<file path="src/rtl/jtframe_sdram_pkg.sv">
// Shared types for the SDRAM bank arbiter: FSM states, client ids and the
// round-robin pointer update.
package jtframe_sdram_pkg;

  typedef enum logic [1:0] {
    IDLE = 2'd0,
    REQ  = 2'd1,
    XFER = 2'd2
  } arb_state_e;

  typedef logic [1:0] bank_idx_t;
  typedef logic [2:0] client_t;

  // Client ids 0..3 are game banks; the download port sits above them
  localparam client_t PROG_ID = 3'd4;

  function automatic bank_idx_t next_ptr(input bank_idx_t g, input int banks);
    return (int'(g) >= banks - 1) ? 2'd0 : g + 2'd1;
  endfunction

endpackage

</file>
<file path="src/rtl/jtframe_rr_pick.sv">
// Combinational 4-way picker: first pending request starting at ptr_i
// (round-robin) or at index 0 (fixed priority).
module jtframe_rr_pick (
  input  logic [3:0] req_i,
  input  logic [1:0] ptr_i,
  input  logic       rr_i,
  output logic [1:0] gnt_o,
  output logic       valid_o
);

  logic [1:0] idx;

  // Walk offsets from farthest to nearest so the nearest pending one wins
  always_comb begin
    gnt_o   = 2'd0;
    valid_o = 1'b0;
    idx     = 2'd0;
    for (int i = 3; i >= 0; i--) begin
      idx = rr_i ? ptr_i + 2'(i) : 2'(i);
      if (req_i[idx]) begin
        gnt_o   = idx;
        valid_o = 1'b1;
      end
    end
  end

endmodule

</file>
<file path="src/rtl/jtframe_sdram_bank_arb.sv">
// Merges up to four game-side SDRAM bank clients and the ROM-download port
// onto one single-request SDRAM controller port, with a transfer watchdog.
module jtframe_sdram_bank_arb
  import jtframe_sdram_pkg::*;
#(
  parameter int SDRAMW = 22,
  parameter int BANKS  = 4,
  parameter int RR     = 1,
  parameter int TOUTW  = 8
) (
  input  logic                  clk,
  input  logic                  rst_n,
  input  logic                  downloading,
  input  logic [SDRAMW-1:0]     prog_addr,
  input  logic [1:0]            prog_ba,
  input  logic                  prog_we,
  input  logic                  prog_rd,
  input  logic [15:0]           prog_data,
  input  logic [1:0]            prog_mask,
  output logic                  prog_ack,
  output logic                  prog_dst,
  output logic                  prog_dok,
  output logic                  prog_rdy,
  input  logic [3:0]            ba_rd,
  input  logic [3:0]            ba_wr,
  input  logic [4*SDRAMW-1:0]   ba_addr,
  input  logic [63:0]           ba_din,
  input  logic [7:0]            ba_dsn,
  output logic [3:0]            ba_ack,
  output logic [3:0]            ba_dst,
  output logic [3:0]            ba_dok,
  output logic [3:0]            ba_rdy,
  output logic [SDRAMW-1:0]     sdr_addr,
  output logic [1:0]            sdr_ba,
  output logic                  sdr_rd,
  output logic                  sdr_wr,
  output logic [15:0]           sdr_din,
  output logic [1:0]            sdr_dsn,
  input  logic                  sdr_ack,
  input  logic                  sdr_dst,
  input  logic                  sdr_dok,
  input  logic                  sdr_rdy,
  output logic                  err_tout,
  output logic [1:0]            dbg_state,
  output logic [1:0]            dbg_ptr
);

  // Handshake: a client holds rd/wr as a level until its rdy pulse. The
  // controller request (sdr_rd/wr) is held until sdr_ack, then dropped; ack,
  // dst, dok and rdy are routed combinationally to the granted client only.

  localparam logic [3:0] BANK_MASK = 4'((1 << BANKS) - 1);

  arb_state_e          st_q, st_d;
  client_t             gnt_q, gnt_d;
  bank_idx_t           ptr_q, ptr_d;
  logic [TOUTW-1:0]    wd_q, wd_d;
  logic                rd_q, rd_d, wr_q, wr_d;
  logic [SDRAMW-1:0]   addr_q, addr_d;
  logic [1:0]          ba_q, ba_d;
  logic [15:0]         din_q, din_d;
  logic [1:0]          dsn_q, dsn_d;

  logic [3:0]          pend;
  logic [1:0]          pick_gnt;
  logic                pick_valid;
  logic                advance, abort, is_prog;

  assign pend    = (ba_rd | ba_wr) & BANK_MASK;
  assign is_prog = (gnt_q == PROG_ID);
  assign advance = (st_q == REQ && sdr_ack) || (st_q == XFER && sdr_rdy);
  // A handshake arriving in the saturation cycle still completes normally
  assign abort   = (st_q != IDLE) && (wd_q == '1) && !advance;

  jtframe_rr_pick u_pick (
    .req_i   (pend),
    .ptr_i   (ptr_q),
    .rr_i    (RR != 0),
    .gnt_o   (pick_gnt),
    .valid_o (pick_valid)
  );

  always_comb begin
    st_d     = st_q;
    gnt_d    = gnt_q;
    ptr_d    = ptr_q;
    wd_d     = wd_q;
    rd_d     = rd_q;
    wr_d     = wr_q;
    addr_d   = addr_q;
    ba_d     = ba_q;
    din_d    = din_q;
    dsn_d    = dsn_q;
    ba_ack   = 4'd0;
    ba_dst   = 4'd0;
    ba_dok   = 4'd0;
    ba_rdy   = 4'd0;
    prog_ack = 1'b0;
    prog_dst = 1'b0;
    prog_dok = 1'b0;
    prog_rdy = 1'b0;
    err_tout = 1'b0;
    case (st_q)
      IDLE: begin
        wd_d = '0;
        if (downloading) begin
          if (prog_we || prog_rd) begin
            st_d   = REQ;
            gnt_d  = PROG_ID;
            wr_d   = prog_we;
            rd_d   = ~prog_we;
            addr_d = prog_addr;
            ba_d   = prog_ba;
            din_d  = prog_data;
            dsn_d  = ~prog_mask;
          end
        end else if (pick_valid) begin
          st_d   = REQ;
          gnt_d  = {1'b0, pick_gnt};
          wr_d   = ba_wr[pick_gnt];
          rd_d   = ~ba_wr[pick_gnt];
          addr_d = ba_addr[pick_gnt*SDRAMW +: SDRAMW];
          ba_d   = pick_gnt;
          din_d  = ba_din[pick_gnt*16 +: 16];
          dsn_d  = ba_dsn[pick_gnt*2 +: 2];
        end
      end
      REQ: begin
        wd_d = wd_q + TOUTW'(1);
        if (is_prog) prog_ack = sdr_ack;
        else         ba_ack[gnt_q[1:0]] = sdr_ack;
        if (sdr_ack) begin
          st_d = XFER;
          rd_d = 1'b0;
          wr_d = 1'b0;
          wd_d = '0;
        end
      end
      XFER: begin
        wd_d = wd_q + TOUTW'(1);
        if (is_prog) begin
          prog_dst = sdr_dst;
          prog_dok = sdr_dok;
          prog_rdy = sdr_rdy;
        end else begin
          ba_dst[gnt_q[1:0]] = sdr_dst;
          ba_dok[gnt_q[1:0]] = sdr_dok;
          ba_rdy[gnt_q[1:0]] = sdr_rdy;
        end
        if (sdr_rdy) begin
          st_d = IDLE;
          wd_d = '0;
          if (!is_prog && RR != 0) ptr_d = next_ptr(gnt_q[1:0], BANKS);
        end
      end
      default: st_d = IDLE;
    endcase
    if (abort) begin
      st_d     = IDLE;
      rd_d     = 1'b0;
      wr_d     = 1'b0;
      wd_d     = '0;
      err_tout = 1'b1;
      if (!is_prog && RR != 0) ptr_d = next_ptr(gnt_q[1:0], BANKS);
    end
  end

  always_ff @(posedge clk) begin
    if (!rst_n) begin
      st_q   <= IDLE;
      gnt_q  <= '0;
      ptr_q  <= '0;
      wd_q   <= '0;
      rd_q   <= 1'b0;
      wr_q   <= 1'b0;
      addr_q <= '0;
      ba_q   <= '0;
      din_q  <= '0;
      dsn_q  <= 2'b11;
    end else begin
      st_q   <= st_d;
      gnt_q  <= gnt_d;
      ptr_q  <= ptr_d;
      wd_q   <= wd_d;
      rd_q   <= rd_d;
      wr_q   <= wr_d;
      addr_q <= addr_d;
      ba_q   <= ba_d;
      din_q  <= din_d;
      dsn_q  <= dsn_d;
    end
  end

  assign sdr_rd    = rd_q;
  assign sdr_wr    = wr_q;
  assign sdr_addr  = addr_q;
  assign sdr_ba    = ba_q;
  assign sdr_din   = din_q;
  assign sdr_dsn   = dsn_q;
  assign dbg_state = st_q;
  assign dbg_ptr   = ptr_q;

endmodule

</file>
<file path="config.mk">
export PLATFORM = sky130hd
export DESIGN_NAME = jtframe_sdram_bank_arb
export DESIGN_NICKNAME = d
export VERILOG_FILES = /design/src/rtl/jtframe_sdram_pkg.sv /design/src/rtl/jtframe_rr_pick.sv /design/src/rtl/jtframe_sdram_bank_arb.sv
export SDC_FILE = /design/constraint.sdc
export NUM_CORES = 1
export LEC_CHECK = 0
export CORE_MARGIN = 2
export CORE_UTILIZATION = 36
export CTS_CLUSTER_SIZE = 12
export DETAILED_ROUTE_END_ITERATION = 12
export PLACE_DENSITY = 0.81
export SLEW_MARGIN = 20
export SYNTH_ARGS = -nofsm -noshare
export SYNTH_HDL_FRONTEND = slang
export SYNTH_SLANG_ARGS = --single-unit
</file>
<file path="constraint.sdc">
create_clock -name clk -period 3.55 [get_ports clk]
set_clock_uncertainty 0.15 [all_clocks]
set_input_delay 0.71 -clock clk [delete_from_list [all_inputs] [get_ports clk]]
set_output_delay 0.71 -clock clk [all_outputs]
set_load 0.02 [all_outputs]
</file>
==> impl_metrics.tcl, run 1 <==
set metrics [dict create \
    power_per_cell_area_nw_per_um2 409 \
    cp.depth 5 \
    die_y_um 113 \
    layout_min_cycle_time_ns 3.34 \
    r2r_slack_ns 0.97 \
    cts_buffers 9 \
    clock.fmax_mhz 299 \
    overflow 0 \
    hpwl_um 12500 \
    regToRegEndpoint "sdr_addr[21]" \
    io_pins 288 \
    seq_area_frac_synth_pct 27.8 \
    wl_per_cell_um 15.6 \
    cts_root_buf "clkbuf_16" \
    synth_top_cell_area_share_pct 27.8 \
    critPathTopFamily "simple AND/OR/NAND/NOR gates" \
    fin_crit_sh_pct 94.1 \
    tns_ns 0 \
    synth_most_common_cell "nand2_1" \
    ys_warn_count 0 \
    async_reset_ff_share_pct 0 \
    core-area_um2 11500 \
    cts_sinks 59 \
    syn_to_final_growth_pct 79.7 \
    rows 39 \
    final_core_util_pct 66.6 \
    layout-drive-gt1-share_pct 4.82 \
    insertion_delay_ns 0.32 \
    vdd_drop_max_mv 0.279 \
    io_buffers 287 \
    worst_setup_path_start_kind "flip-flop" \
    reg2reg_depth 7 \
    drc_errors 0 \
    grt_pass1_wl_um 26200 \
    synthTopCellsByArea "dfxtp_1 28%, nand2_1 23%, a32o_1 9.4%, a21oi_1 6.0%, nand3_1 5.8%" \
    critPathSlowestCell "clkdlybuf4s50_1" \
    layout.cells.non_filler 1077 \
    grtUsageTotal_pct 25.1 \
    placed_cells 1061 \
    grt_pass1_vias 5262 \
    final_max_slew_viol_count 0 \
    synth_nets 893 \
    rsz0062_at_grt "false" \
    clock_path_buffers 2 \
    grt_max_degree 49 \
    synth_top_area_cell "dfxtp_1" \
    synth_edf_count 0 \
    crit_fanout 4 \
    cp.required_ns 2.69 \
    antenna_found_initial 0 \
    power.leakage_uw 0.00306 \
    path_buf_inv 1 \
    ctsHoldBuffers 0 \
    cap_violations 0 \
    maxSlewHeadroom_pct 62.5 \
    status "completed" \
    setup_viol 0 \
    setup_ws_ns 0.208 \
    syn_avg_cell_area_um2 6.40 \
    crit_chain "ha_1 -> nand3_1 -> or2_2 -> nor4_2 -> clkdlybuf4s50_1" \
    slowest_delay_ns 0.70 \
    hold_start "gnt_q[2]" \
    cp.arrival_ns 2.48 \
    place_ws_ns 0.0248 \
    crit_start "wd_q[0]" \
    crit_end "err_tout" \
    drt_pass1_iterations 4 \
    finalHoldViolCount 0 \
    die_w_um 113 \
    final_antenna_net_count 0 \
    worstSetupPathType "flip-flop to primary output" \
    drt_iter0_markers 323 \
    cp-end-kind "primary output" \
    h-tree-depth 3 \
    ys_ff_latch 59 \
    ys.flop_type "dfxtp_1" \
    die_area_um2 12700 \
    hold_class "flip-flop to flip-flop" \
    reg2reg_from "dbg_ptr[0]" \
    cts_tree "built" \
    worst_pin_slew_ns 0.562 \
    clk_pin_slew_ns 0.05 \
    vias 5548 \
    wirelength_um 16800 \
    fin_nets 1157 \
    netlist-cell-type-count 45 \
    synth_commonest_cells "257 x nand2_1, 59 x dfxtp_1, 51 x a21oi_1, 49 x nand3_1, 40 x a32o_1" \
    syn_inst 665 \
    antennaDiodeCount 0 \
    initial_core_util_pct 37.1 \
    routabilityCongestion 0.897 \
    synthesis.area_um2 4250 \
    vias_per_cell 5.15 \
]
## registers in the layout, indices dropped and copies added, names as in the netlist
register,count
sdr_wr,1
sdr_addr,22
sdr_dsn,2
sdr_ba,2
dbg_state,2
dbg_ptr,2
sdr_din,16
wd_q,8
gnt_q,3
sdr_rd,1
## placed cells by master, fill, tap and decap left out, types with 6 or more instances in the layout
cell type,instances
a21oi_1,51
o21ai_0,31
ha_1,9
clkdlybuf4s50_1,285
inv_1,8
nand3_1,48
nor2b_1,7
a32o_1,40
nor2_1,38
nand2b_1,6
nand2_1,257
dfxtp_1,59
buf_12,7
o21ai_1,14
buf_4,9
clkbuf_16,9
## power by group
part,switching [µW],leakage (µW),internal (µW),total (µW)
clock,304,0.000163,705,1010
combinational,639,0.00241,644,1280
sequential,61.4,0.000485,771,832
## how the worst min path moves through the flow
stage          endpoint  slack (ns)  cells past startpoint
2_1_floorplan  gnt_q[2]        0.29                      2
3_3_place_gp   gnt_q[2]        0.30                      2
3_5_place_dp   gnt_q[2]        0.31                      2
5_1_grt        gnt_q[2]        0.32                      2
6_report       gnt_q[2]        0.31                      2
4_1_cts        gnt_q[2]        0.31                      2
## worst register-to-register path: cells and delay by family (launching register included)
family,cells,cell delay [ns]
AO/OA/AOI/OAI,3,0.82
AND/OR/NAND/NOR,3,0.76
flip-flops,1,0.49
buffers and inverters,1,0.26
## cell type report
| type | instances | area [µm²] |
|---|---|---|
| Clock buffer | 12 | 246 |
| Clock inverter | 4 | 97.6 |
| Fill cell | 1040 | 3830 |
| Inverter | 8 | 30.0 |
| Multi-Input combinational cell | 548 | 2840 |
| Sequential cell | 59 | 1180 |
| Tap cell | 143 | 179 |
| Timing Repair Buffer | 303 | 3070 |
## kinds of logic after synthesis
| family | count (synthesis) | share of synthesized area [%] |
|---|---|---|
| muxes | 2 | 0.471 |
| AOI/OAI and AO/OA | 157 | 25.0 |
| DFF | 59 | 27.8 |
| adders and majority gates | 9 | 2.65 |
| buffers and inverters | 58 | 6.33 |
| and+or+nand+nor | 374 | 36.6 |
| xor gates and xnor gates | 6 | 1.24 |
## timing repair
item	CTS	global route
gates resized for setup	0	1
setup buffers	0	0
endpoints found under the setup margin	0	1
## through the flow
step | total power, µW | cell area [µm²] | hold WS, ns
CTS | 3140 | 7630 | 0.313
finish | 3120 | 7640 | 0.310
detailed placement | 2130 | 7290 | 0.306
floorplan | 1510 | 4250 | 0.293
global placement | 2110 | 7290 | 0.304
global route | 3290 | 7640 | 0.325
## per-layer routing
layer / global-route usage (%) / wire length [µm] / part of all wire [%]
met3: 6.11 / 1280 / 7.6
met5: 0 / 0 / 0
met2: 44.3 / 8270 / 49
met1: 30.7 / 6910 / 41
met4: 6.59 / 315 / 1.9
(Power assumes the default switching activity.)
==> inputs of run 2 (changes only) <==
--- a/config.mk
+++ b/config.mk
@@ -6,11 +6,12 @@
 export NUM_CORES = 1
 export LEC_CHECK = 0
 export CORE_MARGIN = 2
-export CORE_UTILIZATION = 36
+export CORE_UTILIZATION = 30
 export CTS_CLUSTER_SIZE = 12
 export DETAILED_ROUTE_END_ITERATION = 12
-export PLACE_DENSITY = 0.81
+export PLACE_DENSITY = 0.7
 export SLEW_MARGIN = 20
 export SYNTH_ARGS = -nofsm -noshare
 export SYNTH_HDL_FRONTEND = slang
 export SYNTH_SLANG_ARGS = --single-unit
+export TNS_END_PERCENT = 5
==> run 2 against run 1 <==
  * Critical path depth is the same
  * Combinational power is essentially flat
  * Final cell count is 3.5% higher
  * Setup slack improved by 0.14 ns
  * Clock-buffer cell count grew 1
  * Largest power group unchanged
==> impl_metrics.tcl, run 2 (same netlist as run 1, synthesis figures left out) <==
set metrics [dict create \
    status "completed" \
    pwr-share-comb_pct 42.8 \
    clock_path_buffers 2 \
    fin_nets 1159 \
    worstSetupPathType "flip-flop to primary output" \
    crit_start "wd_q[0]" \
    hold_start "gnt_q[2]" \
    cp.depth 5 \
    die_w_um 123 \
    vias_per_cell 4.94 \
    io_pins 288 \
    hpwl_um 13200 \
    crit_chain "ha_1 -> nand3_1 -> or2_2 -> nor4_1 -> clkdlybuf4s50_1" \
    hold_depth 2 \
    cap_violations 0 \
    die_area_um2 15100 \
    finalHoldViolCount 0 \
    reg2reg_depth 7 \
    hold_class "flip-flop to flip-flop" \
    grtUsageTotal_pct 22.0 \
    cts_resized 0 \
    io_buffers 287 \
    final_antenna_net_count 0 \
    regArea_um2 1180 \
    switching_share_pct 33.3 \
    grt_pass1_wl_um 26200 \
    crit_end "err_tout" \
    h-tree-depth 3 \
    worst_setup_path_start_kind "flip-flop" \
    cts_tree "built" \
    power_per_cell_area_nw_per_um2 390 \
    layout_min_cycle_time_ns 3.20 \
    insertion_delay_ns 0.32 \
    power_frac_seq_pct 28.0 \
    die_y_um 123 \
    vias 5505 \
    antennaDiodeCount 0 \
    routabilityCongestion 0.844 \
    regToRegEndpoint "sdr_addr[13]" \
    power_frac_clock_pct 29.2 \
    setup_viol 0 \
    cp-end-kind "primary output" \
    critPathTopFamily "simple AND/OR/NAND/NOR gates" \
    clock.fmax_mhz 312 \
    tns_ns 0 \
    slowest_delay_ns 0.69 \
    path_buf_inv 1 \
    drt_iter0_markers 254 \
    maxSlewHeadroom_pct 63.1 \
    rows 43 \
    overflow 0 \
    wl_per_cell_um 15.4 \
    ctsHoldBuffers 0 \
    setup_ws_ns 0.348 \
    met2_usage_pct 37.2 \
    grt_max_degree 51 \
    crit_fanout 4 \
    grt_pass1_vias 5175 \
    intPower_uw 1980 \
    vdd_drop_max_mv 0.240 \
    final_cell_mix "285 x clkdlybuf4s50_1, 257 x nand2_1, 59 x dfxtp_1" \
    cp.arrival_ns 2.34 \
    largest_register_ffs 22 \
    cts_buffers 9 \
    fin_crit_sh_pct 90.2 \
    top_usage_layer "met2" \
    drt_pass1_iterations 6 \
    cts_sinks 59 \
    antenna_found_initial 0 \
    nFillCells 1391 \
    use_met1_pct 26.7 \
    syn_to_final_growth_pct 79.5 \
    worst_pin_slew_ns 0.553 \
    cts_root_buf "clkbuf_16" \
    post_cts_buffers 0 \
    clk_pin_slew_ns 0.05 \
    reg2reg_from "dbg_ptr[0]" \
    multiInputGateArea_um2 2830 \
    critPathSlowestCell "clkdlybuf4s50_1" \
    layout-drive-gt1-share_pct 4.81 \
    power.leakage_uw 0.00305 \
    wirelength_um 17200 \
    rsz0062_at_grt "false" \
    drc_errors 0 \
    core-area_um2 13900 \
    place_ws_ns 0.101 \
    initial_core_util_pct 30.6 \
    final_common_cell "clkdlybuf4s50_1" \
    switching_power_uw 991 \
    met3_usage_pct 6.78 \
    final_max_slew_viol_count 0 \
    r2r_slack_ns 1.00 \
    cp.required_ns 2.69 \
]
==> run 2: changes by cell type in the layout (fill, tap and decap cells not counted) <==
cell / before / now
buf_12: 7 / 6
buf_4: 9 / 12
nor4_2: 1 / 0
clkinvlp_4: 1 / 0
bufinv_16: 3 / 1
nor4_1: 0 / 1
clkbuf_8: 1 / 2
clkinv_2: 0 / 1
==> run 2: metal layers <==
metal  share of wire (%)  routed length [µm]
met3                 8.5                1460
met5                   0                   0
met1                  41                7030
met2                  48                8270
met4                 2.6                 439
==> run 2: metrics by stage <==
step | total power [µW] | hold slack, ns | instance area [µm²] | std cells | util, %
after global routing | 3160 | 0.346 | 7630 | 1115 | 55.0
after detailed placement | 2120 | 0.318 | 7340 | 1100 | 52.9
final | 2980 | 0.324 | 7630 | 1115 | 55.0
after CTS | 3010 | 0.326 | 7630 | 1115 | 55.0
after global placement | 2120 | 0.318 | 7340 | 1100 | 52.9
after floorplan | 1510 | 0.293 | 4250 | 665 | -
==> run 2: final cells by class <==
cell class	instances	share of cell area, %
tap	180	2.95
timing repair buffer	305	40.2
sequential	59	15.5
multi-input combinational	548	37.1
clock buffer	13	3.41
clock inverter	2	0.459
inverter	8	0.393
==> run 2: how the worst min path moves through the flow <==
stage                           to
after floorplan           gnt_q[2]
after global placement    gnt_q[2]
after detailed placement  gnt_q[2]
after CTS                 gnt_q[2]
after global routing      gnt_q[2]
final                     gnt_q[2]
==> run 2: tightest hold or removal path, delay by kind of cell (launching register included) <==
| kind | cells | cell delay [ns] |
|---|---|---|
| AND/OR/NAND/NOR | 1 | 0.06 |
| AO/OA/AOI/OAI | 1 | 0.05 |
| flip-flops | 1 | 0.32 |
==> run 2: power groups by stage <==
stage	Combinational [µW]	Clock, µW	Sequential (µW)
after floorplan	548	0	966
after global placement	1270	0	843
after detailed placement	1280	0	845
after CTS	1280	897	832
after global routing	1390	927	846
final	1270	869	833
==> inputs of run 3 (changes only) <==
--- a/config.mk
+++ b/config.mk
@@ -6,10 +6,10 @@
 export NUM_CORES = 1
 export LEC_CHECK = 0
 export CORE_MARGIN = 2
-export CORE_UTILIZATION = 30
+export CORE_UTILIZATION = 36
 export CTS_CLUSTER_SIZE = 12
 export DETAILED_ROUTE_END_ITERATION = 12
-export PLACE_DENSITY = 0.7
+export PLACE_DENSITY = 0.81
 export SLEW_MARGIN = 20
 export SYNTH_ARGS = -nofsm -noshare
 export SYNTH_HDL_FRONTEND = slang
==> results of run 3 <==
Same layout as run 1: the final DEF is identical, and so are final timing and power.
